==> config.mk <==
export PLATFORM = sky130hd
export DESIGN_NAME = timing_control_nco
export DESIGN_NICKNAME = d
export VERILOG_FILES = /design/src/rtl/timing_nco_pkg.sv /design/src/rtl/dfflr.sv /design/src/rtl/valid_delay_pipe.sv /design/src/rtl/timing_control_nco.sv
export SDC_FILE = /design/constraint.sdc
export NUM_CORES = 1
export LEC_CHECK = 0
export ABC_CLOCK_PERIOD_IN_PS = 6700
export CORE_AREA = 2 2 99 101
export CTS_BUF_LIST = sky130_fd_sc_hd__clkbuf_8
export DETAILED_ROUTE_END_ITERATION = 6
export DIE_AREA = 0 0 101 103
export GPL_TIMING_DRIVEN = 0
export PLACE_DENSITY = 0.78
export SLEW_MARGIN = 5
export SYNTH_ARGS = -nofsm -noshare
export SYNTH_HDL_FRONTEND = slang
export SYNTH_SLANG_ARGS = --single-unit
==> constraint.sdc <==
create_clock -name clk -period 6.7 [get_ports clk]
set_input_delay 0.67 -clock clk [delete_from_list [all_inputs] [get_ports clk]]
set_output_delay 0.67 -clock clk [all_outputs]
set_load 0.02 [all_outputs]
==> src/rtl/timing_nco_pkg.sv <==
// Shared definitions for the NCO timing controller.
//   lock_state_e : lock supervisor state encoding
//   calc_dw      : data word width from sign/integer/fraction bit counts
//   calc_one     : value of 1.0 in the fractional format
//   sat_clamp    : saturate a value into [lo, hi]
package timing_nco_pkg;

  typedef enum logic [1:0] {
    IDLE  = 2'd0,
    TRACK = 2'd1,
    ALARM = 2'd2
  } lock_state_e;

  function automatic int unsigned calc_dw(input int unsigned sym_w,
                                          input int unsigned int_w,
                                          input int unsigned dec_w);
    return sym_w + int_w + dec_w;
  endfunction

  function automatic longint calc_one(input int unsigned dec_w);
    return longint'(1) << dec_w;
  endfunction

  function automatic longint sat_clamp(input longint x, input longint lo, input longint hi);
    if (x < lo) return lo;
    if (x > hi) return hi;
    return x;
  endfunction

endpackage

==> src/rtl/dfflr.sv <==
// Register primitive: asynchronous active-high reset to zero, load enable.
//   clk  : clock
//   rst  : async reset, clears qout
//   lden : load enable
//   dnxt : next value
//   qout : registered value
module dfflr #(
  parameter int unsigned W = 1
) (
  input  logic         clk,
  input  logic         rst,
  input  logic         lden,
  input  logic [W-1:0] dnxt,
  output logic [W-1:0] qout
);

  always_ff @(posedge clk or posedge rst) begin
    if (rst) begin
      qout <= '0;
    end else if (lden) begin
      qout <= dnxt;
    end
  end

endmodule

==> src/rtl/valid_delay_pipe.sv <==
// Shift-enabled delay line of D stages, W bits wide. Shifts only when en is
// high; D = 0 is a combinational pass-through.
//   clk, rst : clock and async active-high reset (stages clear to zero)
//   en       : shift enable
//   din      : value entering the line
//   dout     : value leaving the line (last stage)
module valid_delay_pipe #(
  parameter int unsigned W = 1,
  parameter int unsigned D = 2
) (
  input  logic         clk,
  input  logic         rst,
  input  logic         en,
  input  logic [W-1:0] din,
  output logic [W-1:0] dout
);

  if (D == 0) begin : g_bypass
    logic unused_ok;
    assign unused_ok = &{1'b0, clk, rst, en};
    assign dout = din;
  end else begin : g_pipe
    logic [W-1:0] stage [D+1];
    assign stage[0] = din;
    for (genvar i = 1; i <= int'(D); i++) begin : g_stage
      dfflr #(.W(W)) u_ff (
        .clk  (clk),
        .rst  (rst),
        .lden (en),
        .dnxt (stage[i-1]),
        .qout (stage[i])
      );
    end
    assign dout = stage[D];
  end

endmodule

==> src/rtl/timing_control_nco.sv <==
// NCO timing controller for the symbol-sync loop. A modulo-1 fractional
// register is decremented per input sample by the nominal step plus the
// clamped loop error; each underflow yields an interpolation strobe and the
// fractional interval mu, optionally delayed. A supervisor tracks the
// strobe interval and reports lock / alarm.
//   clk, rst   : clock, async active-high reset
//   in_valid   : new input sample; all state advances only when high
//   err_i      : signed loop-filter error
//   w_step_i   : signed nominal step (1 / samples-per-symbol)
//   freeze_i   : force error term to zero
//   strobe_o   : one-cycle symbol strobe
//   mu_o       : fractional interval, updated with strobe_o
//   lock_o     : supervisor in TRACK
//   alarm_o    : supervisor in ALARM
//   interval_o : samples between the last two underflows
module timing_control_nco
  import timing_nco_pkg::*;
#(
  parameter int unsigned SYM_WIDTH  = 1,
  parameter int unsigned INT_WIDTH  = 1,
  parameter int unsigned DEC_WIDTH  = 14,
  parameter int unsigned ERR_LIMIT  = 'h0400,
  parameter int unsigned STROBE_DLY = 2,
  parameter int unsigned MIN_SPS    = 2,
  parameter int unsigned MAX_SPS    = 16,
  parameter int unsigned LOCK_CNT   = 4,
  parameter int unsigned CNT_W      = 8
) (
  input  logic                                                clk,
  input  logic                                                rst,
  input  logic                                                in_valid,
  input  logic signed [SYM_WIDTH+INT_WIDTH+DEC_WIDTH-1:0]     err_i,
  input  logic signed [SYM_WIDTH+INT_WIDTH+DEC_WIDTH-1:0]     w_step_i,
  input  logic                                                freeze_i,
  output logic                                                strobe_o,
  output logic        [DEC_WIDTH-1:0]                         mu_o,
  output logic                                                lock_o,
  output logic                                                alarm_o,
  output logic        [CNT_W-1:0]                             interval_o
);

  localparam int unsigned DW      = calc_dw(SYM_WIDTH, INT_WIDTH, DEC_WIDTH);
  localparam int unsigned CW1     = CNT_W + 1;
  localparam int unsigned GOOD_W  = $clog2(LOCK_CNT + 1);
  localparam longint      ONE_L   = calc_one(DEC_WIDTH);
  localparam longint      ERR_L   = longint'(ERR_LIMIT);
  localparam longint      ETA_MIN = -(ONE_L - 1);
  localparam longint      ETA_MAX = (longint'(1) << (DW - 1)) - 1;

  localparam logic signed [DW-1:0]     ONE_S  = DW'(ONE_L);
  localparam logic        [CW1-1:0]    MIN_C  = CW1'(MIN_SPS);
  localparam logic        [CW1-1:0]    MAX_C  = CW1'(MAX_SPS);
  localparam logic        [GOOD_W-1:0] LOCK_C = GOOD_W'(LOCK_CNT);

  // Phase accumulator
  logic signed [DW-1:0] eta_q, eta_mod, e_term, eta_nxt;

  // Arithmetic is widened to 64 bits before saturation; the ceiling only
  // guards against wrap-around on out-of-range inputs.
  always_comb begin
    eta_mod = eta_q[DW-1] ? eta_q + ONE_S : eta_q;
    e_term  = freeze_i ? '0 : DW'(sat_clamp(longint'(err_i), -ERR_L, ERR_L));
    eta_nxt = DW'(sat_clamp(longint'(eta_mod) - longint'(w_step_i) - longint'(e_term),
                            ETA_MIN, ETA_MAX));
  end

  dfflr #(.W(DW)) u_eta (
    .clk (clk), .rst (rst), .lden (in_valid), .dnxt (eta_nxt), .qout (eta_q)
  );

  logic                 wrap;
  logic [DEC_WIDTH-1:0] mu_raw;

  assign wrap   = in_valid & eta_q[DW-1];
  assign mu_raw = eta_mod[DEC_WIDTH-1:0];

  // Strobe delay line
  logic [DEC_WIDTH:0]   pipe_out;
  logic                 pipe_wrap;
  logic [DEC_WIDTH-1:0] pipe_mu;
  logic                 fire;

  valid_delay_pipe #(.W(DEC_WIDTH + 1), .D(STROBE_DLY)) u_dly (
    .clk  (clk),
    .rst  (rst),
    .en   (in_valid),
    .din  ({wrap, mu_raw}),
    .dout (pipe_out)
  );

  assign pipe_wrap = pipe_out[DEC_WIDTH];
  assign pipe_mu   = pipe_out[DEC_WIDTH-1:0];
  assign fire      = in_valid & pipe_wrap;

  dfflr #(.W(1)) u_strobe (
    .clk (clk), .rst (rst), .lden (1'b1), .dnxt (fire), .qout (strobe_o)
  );

  dfflr #(.W(DEC_WIDTH)) u_mu (
    .clk (clk), .rst (rst), .lden (fire), .dnxt (pipe_mu), .qout (mu_o)
  );

  // Interval counter
  logic [CNT_W-1:0] cnt_q, cnt_nxt;
  logic [CW1-1:0]   cnt_inc;
  logic             legal, overrun;

  assign cnt_inc = {1'b0, cnt_q} + CW1'(1);
  assign legal   = (cnt_inc >= MIN_C) && (cnt_inc <= MAX_C);
  assign overrun = (cnt_inc > MAX_C);

  always_comb begin
    if (wrap) begin
      cnt_nxt = '0;
    end else if (&cnt_q) begin
      cnt_nxt = cnt_q;
    end else begin
      cnt_nxt = cnt_inc[CNT_W-1:0];
    end
  end

  dfflr #(.W(CNT_W)) u_cnt (
    .clk (clk), .rst (rst), .lden (in_valid), .dnxt (cnt_nxt), .qout (cnt_q)
  );

  dfflr #(.W(CNT_W)) u_interval (
    .clk (clk), .rst (rst), .lden (wrap), .dnxt (cnt_inc[CNT_W-1:0]), .qout (interval_o)
  );

  // Lock supervisor
  lock_state_e       state_q, state_nxt;
  logic [1:0]        state_bits;
  logic [GOOD_W-1:0] good_q, good_nxt, good_inc;

  assign state_q  = lock_state_e'(state_bits);
  assign good_inc = good_q + GOOD_W'(1);

  // A wrap is judged only by its own interval, so the overrun term applies
  // only on samples without a wrap.
  always_comb begin
    state_nxt = state_q;
    good_nxt  = good_q;
    if (in_valid) begin
      unique case (state_q)
        IDLE: begin
          if (wrap) state_nxt = TRACK;
        end
        TRACK: begin
          if ((wrap && !legal) || (!wrap && overrun)) state_nxt = ALARM;
        end
        ALARM: begin
          if (wrap && legal) begin
            if (good_inc == LOCK_C) begin
              state_nxt = TRACK;
              good_nxt  = '0;
            end else begin
              good_nxt = good_inc;
            end
          end else if (wrap || overrun) begin
            good_nxt = '0;
          end
        end
        default: begin
          state_nxt = IDLE;
          good_nxt  = '0;
        end
      endcase
    end
  end

  dfflr #(.W(2)) u_state (
    .clk (clk), .rst (rst), .lden (1'b1), .dnxt (state_nxt), .qout (state_bits)
  );

  dfflr #(.W(GOOD_W)) u_good (
    .clk (clk), .rst (rst), .lden (1'b1), .dnxt (good_nxt), .qout (good_q)
  );

  dfflr #(.W(1)) u_lock (
    .clk (clk), .rst (rst), .lden (1'b1), .dnxt (state_nxt == TRACK), .qout (lock_o)
  );

  dfflr #(.W(1)) u_alarm (
    .clk (clk), .rst (rst), .lden (1'b1), .dnxt (state_nxt == ALARM), .qout (alarm_o)
  );

endmodule
Word-level counts from Yosys, hierarchy flattened. Index checks and enable logic that the tools add are counted.

Register bits after elaboration: 84. Input bits: 36. Output and inout port bits: 25. Logic and storage cells: 74.

Add/sub/neg operators: 5. Magnitude comparators: 7. Equal/unequal tests: 7. Mux-type cells: 28. Bitwise gates (word level): 3. Reductions and logical operators: 13.

Operator list (number): 16-bit two-way mux (10); 18-bit by 16-bit > comparator with 1-bit output, second input constant (1); 18-bit by 15-bit less-than comparator with 1-bit output, second input constant (1); 17-bit by 16-bit subtractor with 18-bit output (1); 16-bit by 16-bit subtractor with 17-bit output (1); 16-bit adder, second input constant (1); 16-bit by 12-bit > comparator with 1-bit output, second input constant (1); 16-bit by 11-bit less-than comparator with 1-bit output, second input constant (1); 8-bit two-way mux (2); 2-bit two-way mux (5); 8-bit by 1-bit adder with 9-bit output, second input constant (1); 9-bit by 2-bit >= comparator with 1-bit output, second input constant (1); 9-bit by 5-bit > comparator with 1-bit output, second input constant (1); 9-bit by 5-bit less-or-equal comparator with 1-bit output, second input constant (1); 3-bit two-way mux (3); 8-bit AND reduction (1); 1-bit two-way mux (6); 2-bit case mux with 3 select lines (1); 3-bit case mux with 2 select lines (1); 2-bit by 1-bit == test with 1-bit output, second input constant (2); 2-bit == test, second input constant (2); 1-bit logical AND (4); 3-bit by 1-bit adder with 3-bit output, second input constant (1); 3-bit == test, second input constant (1); other kinds (10) (13).

Longest topological paths before layout.
Depth in word-level cells: 12. Depth in mapped cells: 19. Gate-level depth less buffers: 19.

Modules after synthesis. From an unflattened synthesis, not the netlist that was laid out.

Cell total of the unflattened synthesis: 531. Area, all modules: 5845.6 um2.

By module, submodules not included: timing_control_nco (instances 1, cells an instance 343, area an instance 2444.8 um2, seq. area each 0.0 um2); dfflr (u_dly.g_pipe.g_stage[1].u_ff ...) (instances 2, cells an instance 33, area an instance 616.8 um2, seq. area each 375.4 um2); dfflr (u_cnt ...) (instances 2, cells an instance 18, area an instance 335.3 um2, seq. area each 200.2 um2); dfflr (u_eta) (instances 1, cells an instance 35, area an instance 653.1 um2, seq. area each 400.4 um2); dfflr (u_mu) (instances 1, cells an instance 30, area an instance 523.0 um2, seq. area each 350.3 um2); dfflr (u_alarm ...) (instances 3, cells an instance 3, area an instance 43.8 um2, seq. area each 25.0 um2); dfflr (u_good) (instances 1, cells an instance 7, area an instance 112.6 um2, seq. area each 75.1 um2); dfflr (u_state) (instances 1, cells an instance 5, area an instance 76.3 um2, seq. area each 50.0 um2).

Worst setup path before layout. No wires, ideal clock.

Path kind: input -> register. Start point: input err_i[0]. End point: register u_eta.qout[1]. Library setup time: 130 ps. Arrival: 5147 ps. Required time: 6570 ps. Path slack: 1423 ps. Cell stages on the path: 19. Path through: nor4_1 > nand3_1 > a21oi_1 > a31oi_1 > nor2_1 > nand2_1 > fa_1 > inv_1 > ha_1 > or2_2 > fa_1 > a211oi_2 > o21ai_1 > xor2_1 > a2111oi_4 > nand4_1 > or4b_4 > a31oi_4 > o2bb2ai_2.

Longest elaborated chain between the ends: 12. Elaborated cells on any way between the ends: 19. Classes of those cells: 1 x add/sub; 4 x order compare; 14 x mux.

Ends and longest elaborated chain: start, declared (line timing_control_nco.sv:32) `input logic signed [SYM_WIDTH+INT_WIDTH+DEC_WIDTH-1:0] err_i,`; 16-bit by 12-bit > comparator with 1-bit output or 16-bit by 11-bit less-than comparator with 1-bit output (tied branches) (line timing_nco_pkg.sv:26, timing_nco_pkg.sv:25); 1-bit two-way mux or 16-bit two-way mux (tied branches) (line timing_nco_pkg.sv:26, timing_nco_pkg.sv:25); 1-bit two-way mux or 16-bit two-way mux (tied branches) (line timing_nco_pkg.sv:26) `if (x > hi) return hi;`; 16-bit two-way mux (line timing_nco_pkg.sv:27) `return x;`; 16-bit two-way mux * (line timing_nco_pkg.sv:26); 16-bit two-way mux * (line timing_control_nco.sv:62) `e_term = freeze_i ? '0 : DW'(sat_clamp(longint'(err_i), -ERR_L, ERR_L));`; 17-bit by 16-bit subtractor with 18-bit output * (line timing_control_nco.sv:63) `eta_nxt = DW'(sat_clamp(longint'(eta_mod) - longint'(w_step_i) - longint'(e_term),`; 18-bit by 16-bit > comparator with 1-bit output (line timing_nco_pkg.sv:26); 1-bit two-way mux (2 in a row) (line timing_nco_pkg.sv:26); 16-bit two-way mux (line timing_nco_pkg.sv:27); 16-bit two-way mux * (line timing_nco_pkg.sv:26); end signal, assigned (line dfflr.sv:21) `qout <= dnxt;`; end, declared (line dfflr.sv:14) `output logic [W-1:0] qout`.

Every way passes the cells marked *; elsewhere a longest branch is shown, timed or not. The select of a mux whose other input is x is not followed. A chain may end at the register's enable or synchronous reset.

Worst setup path in the final report. Same ends and word-level chain as after synthesis.

==> results.toml <==
[setup_path]
critPathBufInv = 2
reg2reg_from = "u_eta.qout[0]"
required_ps = 6930
cp-end-kind = "flip-flop"
crit_top_cell = "fa_1"
crit_type = "input pin to flip-flop"
cp.depth = 20
timing.rr.end = "u_eta.qout[1]"
crit_path_start_kind = "input pin"
cp-endpoint = "u_eta.qout[1]"
rr_worst_depth = 13
path_max_fanout = 10
cp_data_arrival_time_ps = 6540
path_cells = "clkdlybuf4s50_1, nor4_1, nand3_1, a21oi_1, a31oi_1, nor2_1, nand2_1, fa_1, inv_1, ha_1, or2_2, fa_1, a211oi_2, o21ai_1, xor2_1, a2111oi_4, nand4_1, or4b_4, a31oi_4, o2bb2ai_2"
slowest_stage = "nor2_1"
path_delay_family = "simple AND/OR/NAND/NOR gates"
cp-startpoint = "err_i[0]"
slowest_delay_ps = 570
r2r_slack_ps = 2330

[synthesis]
syn_nets = 563
synthArstFlopShare = 1.00
seq_area_frac_synth = 0.412
ys_ff_latch = 84
yosys_warnings = 0
synthFlopType = "dfrtp_1"
synth_area_um2 = 5100
yosysUniqueCellTypes = 64
syn_area_per_cell_um2 = 10.5
synth_edf_count = 0
synthCells = 487

[timing]
hold_violations = 0
report.final.slew_viol_count = 0
max_slew_margin = 0.516
fin_crit_ps = 6310
final.setup.tns_ps = 0
layout_setup_ws_ps = 388
setup_viol = 0
period_share = 0.942
finalClockSkew_ps = 14.0
fin_hold_ws_ps = 487
max_freq_mhz = 158
rsz0062_at_grt = "false"
worst_pin_slew_ps = 723

[finish]
diodes = 0
drive_above_1_share = 0.154
nNetsFinal = 635
synthToLayoutAreaGrowth_pct = 18.7
final_cell_mix = "84 x dfrtp_1, 60 x clkdlybuf4s50_1, 49 x nand2_1"
final_common_cell = "dfrtp_1"
nFillCells = 718
stdcell_area_um2 = 6050

[drt]
first_iter_violations = 176
routed-wl-met3_um = 314
detail_route.wl_per_cell_um = 15.4
drt_pass1_iterations = 4
drcViolationCount = 0
top_layer = "met4"
via_per_inst = 5.72
met1Wirelength_um = 4670
final_antenna_net_count = 0
num_vias = 3881
routed_wl_um = 10400
wl_met2_um = 5240

[clock_network]
h-tree-depth = 3
cts_sinks = 84
cts_hold_buf = 0
cts.clk_slew.worst_paths_ps = 90
insertion_delay_ps = 360
cts_buffers = 9
cts-root-buf = "clkbuf_8"
cts_tree = "done"
post_cts_resized = 0
clockBufferDepth = 2
cts_setup_buffers = 0

[global_route]
grt_usage = 0.215
grt_max_degree = 59
grt_pass1_vias = 3717
overflow = 0
grt_pass1_wl_um = 17700
antenna_found_initial = 0

[floorplan]
io_pins = 61
rows = 36
die_h_um = 103
coreArea_um2 = 9460
fp.dieArea_um2 = 10400
start_util = 0.539
die_w_um = 101

[power]
power_w = 0.00288
leakage_nw = 2.57
ir_worst_vdd_mv = 0.290
powerDensity_nw_per_um2 = 475

[placement]
place_ws_ps = 47.2
port_buffers = 60
dpl_cell_area_um2 = 5870
place_congestion = 0.899
hpwl_um = 8410

[outcome]
status = "finished clean"

[job]
drv_cap = 0

[min_path]
hp-class = "flip-flop to flip-flop"
[routing by layer]
metal  GRT usage  vias to the layer above
met5           0                        -
met4      0.0707                        0
met3      0.0251                       19
met2       0.369                       80
met1       0.286                     1901
li1            -                     1881
[per-stage QoR]
stage	std cells	utilization
finish	678	0.640
floorplan	487	-
global route	678	0.640
CTS	678	0.640
detailed placement	662	0.621
global placement	661	0.617
[final cells by class]
type,instances,area (um2),area share
Multi-Input combinational cell,362,2820,0.465
Sequential cell,84,2100,0.347
Timing Repair Buffer,61,628,0.104
Tap cell,114,143,0.0236
Clock buffer,9,124,0.0205
Inverter,30,115,0.0190
Buffer,11,66.3,0.0110
Clock inverter,7,57.6,0.00951
[tightest hold or removal path, delay by kind of cell, from the launching register on]
family / cells / cell delay (ps)
DFF: 1 / 350
and+or+nand+nor: 2 / 110
[registers in the layout, indices dropped and copies added (netlist names)]
register / flops
u_dly.g_pipe.g_stage.u_ff.qout: 30
u_eta.qout: 16
u_mu.qout: 14
u_cnt.qout: 8
u_interval.qout: 8
u_good.qout: 3
u_state.qout: 2
u_alarm.qout: 1
u_lock.qout: 1
u_strobe.qout: 1
[kinds of logic after synthesis]
group	after synthesis	synth area share
multiplexers	45	0.0989
adder cells (fa/ha/maj)	40	0.122
XOR/XNOR	21	0.0361
buffers and inverters	41	0.0351
AO/OA/AOI/OAI	122	0.166
AND/OR/NAND/NOR	134	0.130
flip-flops	84	0.412
[power by group]
part	internal [W]	leakage (nW)	switching, W
Sequential	0.000711	1.00	0.000162
Clock	0.000140	0.0886	0.000193
Combinational	0.000735	1.47	0.000936
Total	0.00159	2.57	0.00129
[Yosys cell counts (all sizes together) (8+ instances only)]
cell type	count	share of area
dfrtp	84	0.41
nand2	49	0.036
mux2	43	0.095
o21ai	43	0.045
a21oi	32	0.032
inv	30	0.022
ha	24	0.059
nor2	24	0.018
fa	16	0.063
xor2	13	0.022
nand3	11	0.012
nor3	11	0.012
clkbuf	9	0.0086
nand2b	9	0.011
xnor2	8	0.014
[worst min path at each step]
stage | startpoint | end | cells past startpoint
5_1_grt | u_dly.g_pipe.g_stage[1].u_ff.qout[14] | u_dly.g_pipe.g_stage[1].u_ff.qout[14] | 1
2_1_floorplan | u_dly.g_pipe.g_stage[1].u_ff.qout[14] | u_dly.g_pipe.g_stage[1].u_ff.qout[14] | 1
4_1_cts | u_dly.g_pipe.g_stage[1].u_ff.qout[14] | u_dly.g_pipe.g_stage[1].u_ff.qout[14] | 1
3_5_place_dp | u_dly.g_pipe.g_stage[1].u_ff.qout[14] | u_dly.g_pipe.g_stage[1].u_ff.qout[14] | 1
6_report | u_interval.qout[5] | u_interval.qout[5] | 2
3_3_place_gp | u_dly.g_pipe.g_stage[1].u_ff.qout[14] | u_dly.g_pipe.g_stage[1].u_ff.qout[14] | 1
Power figures use the tool's default switching activity.
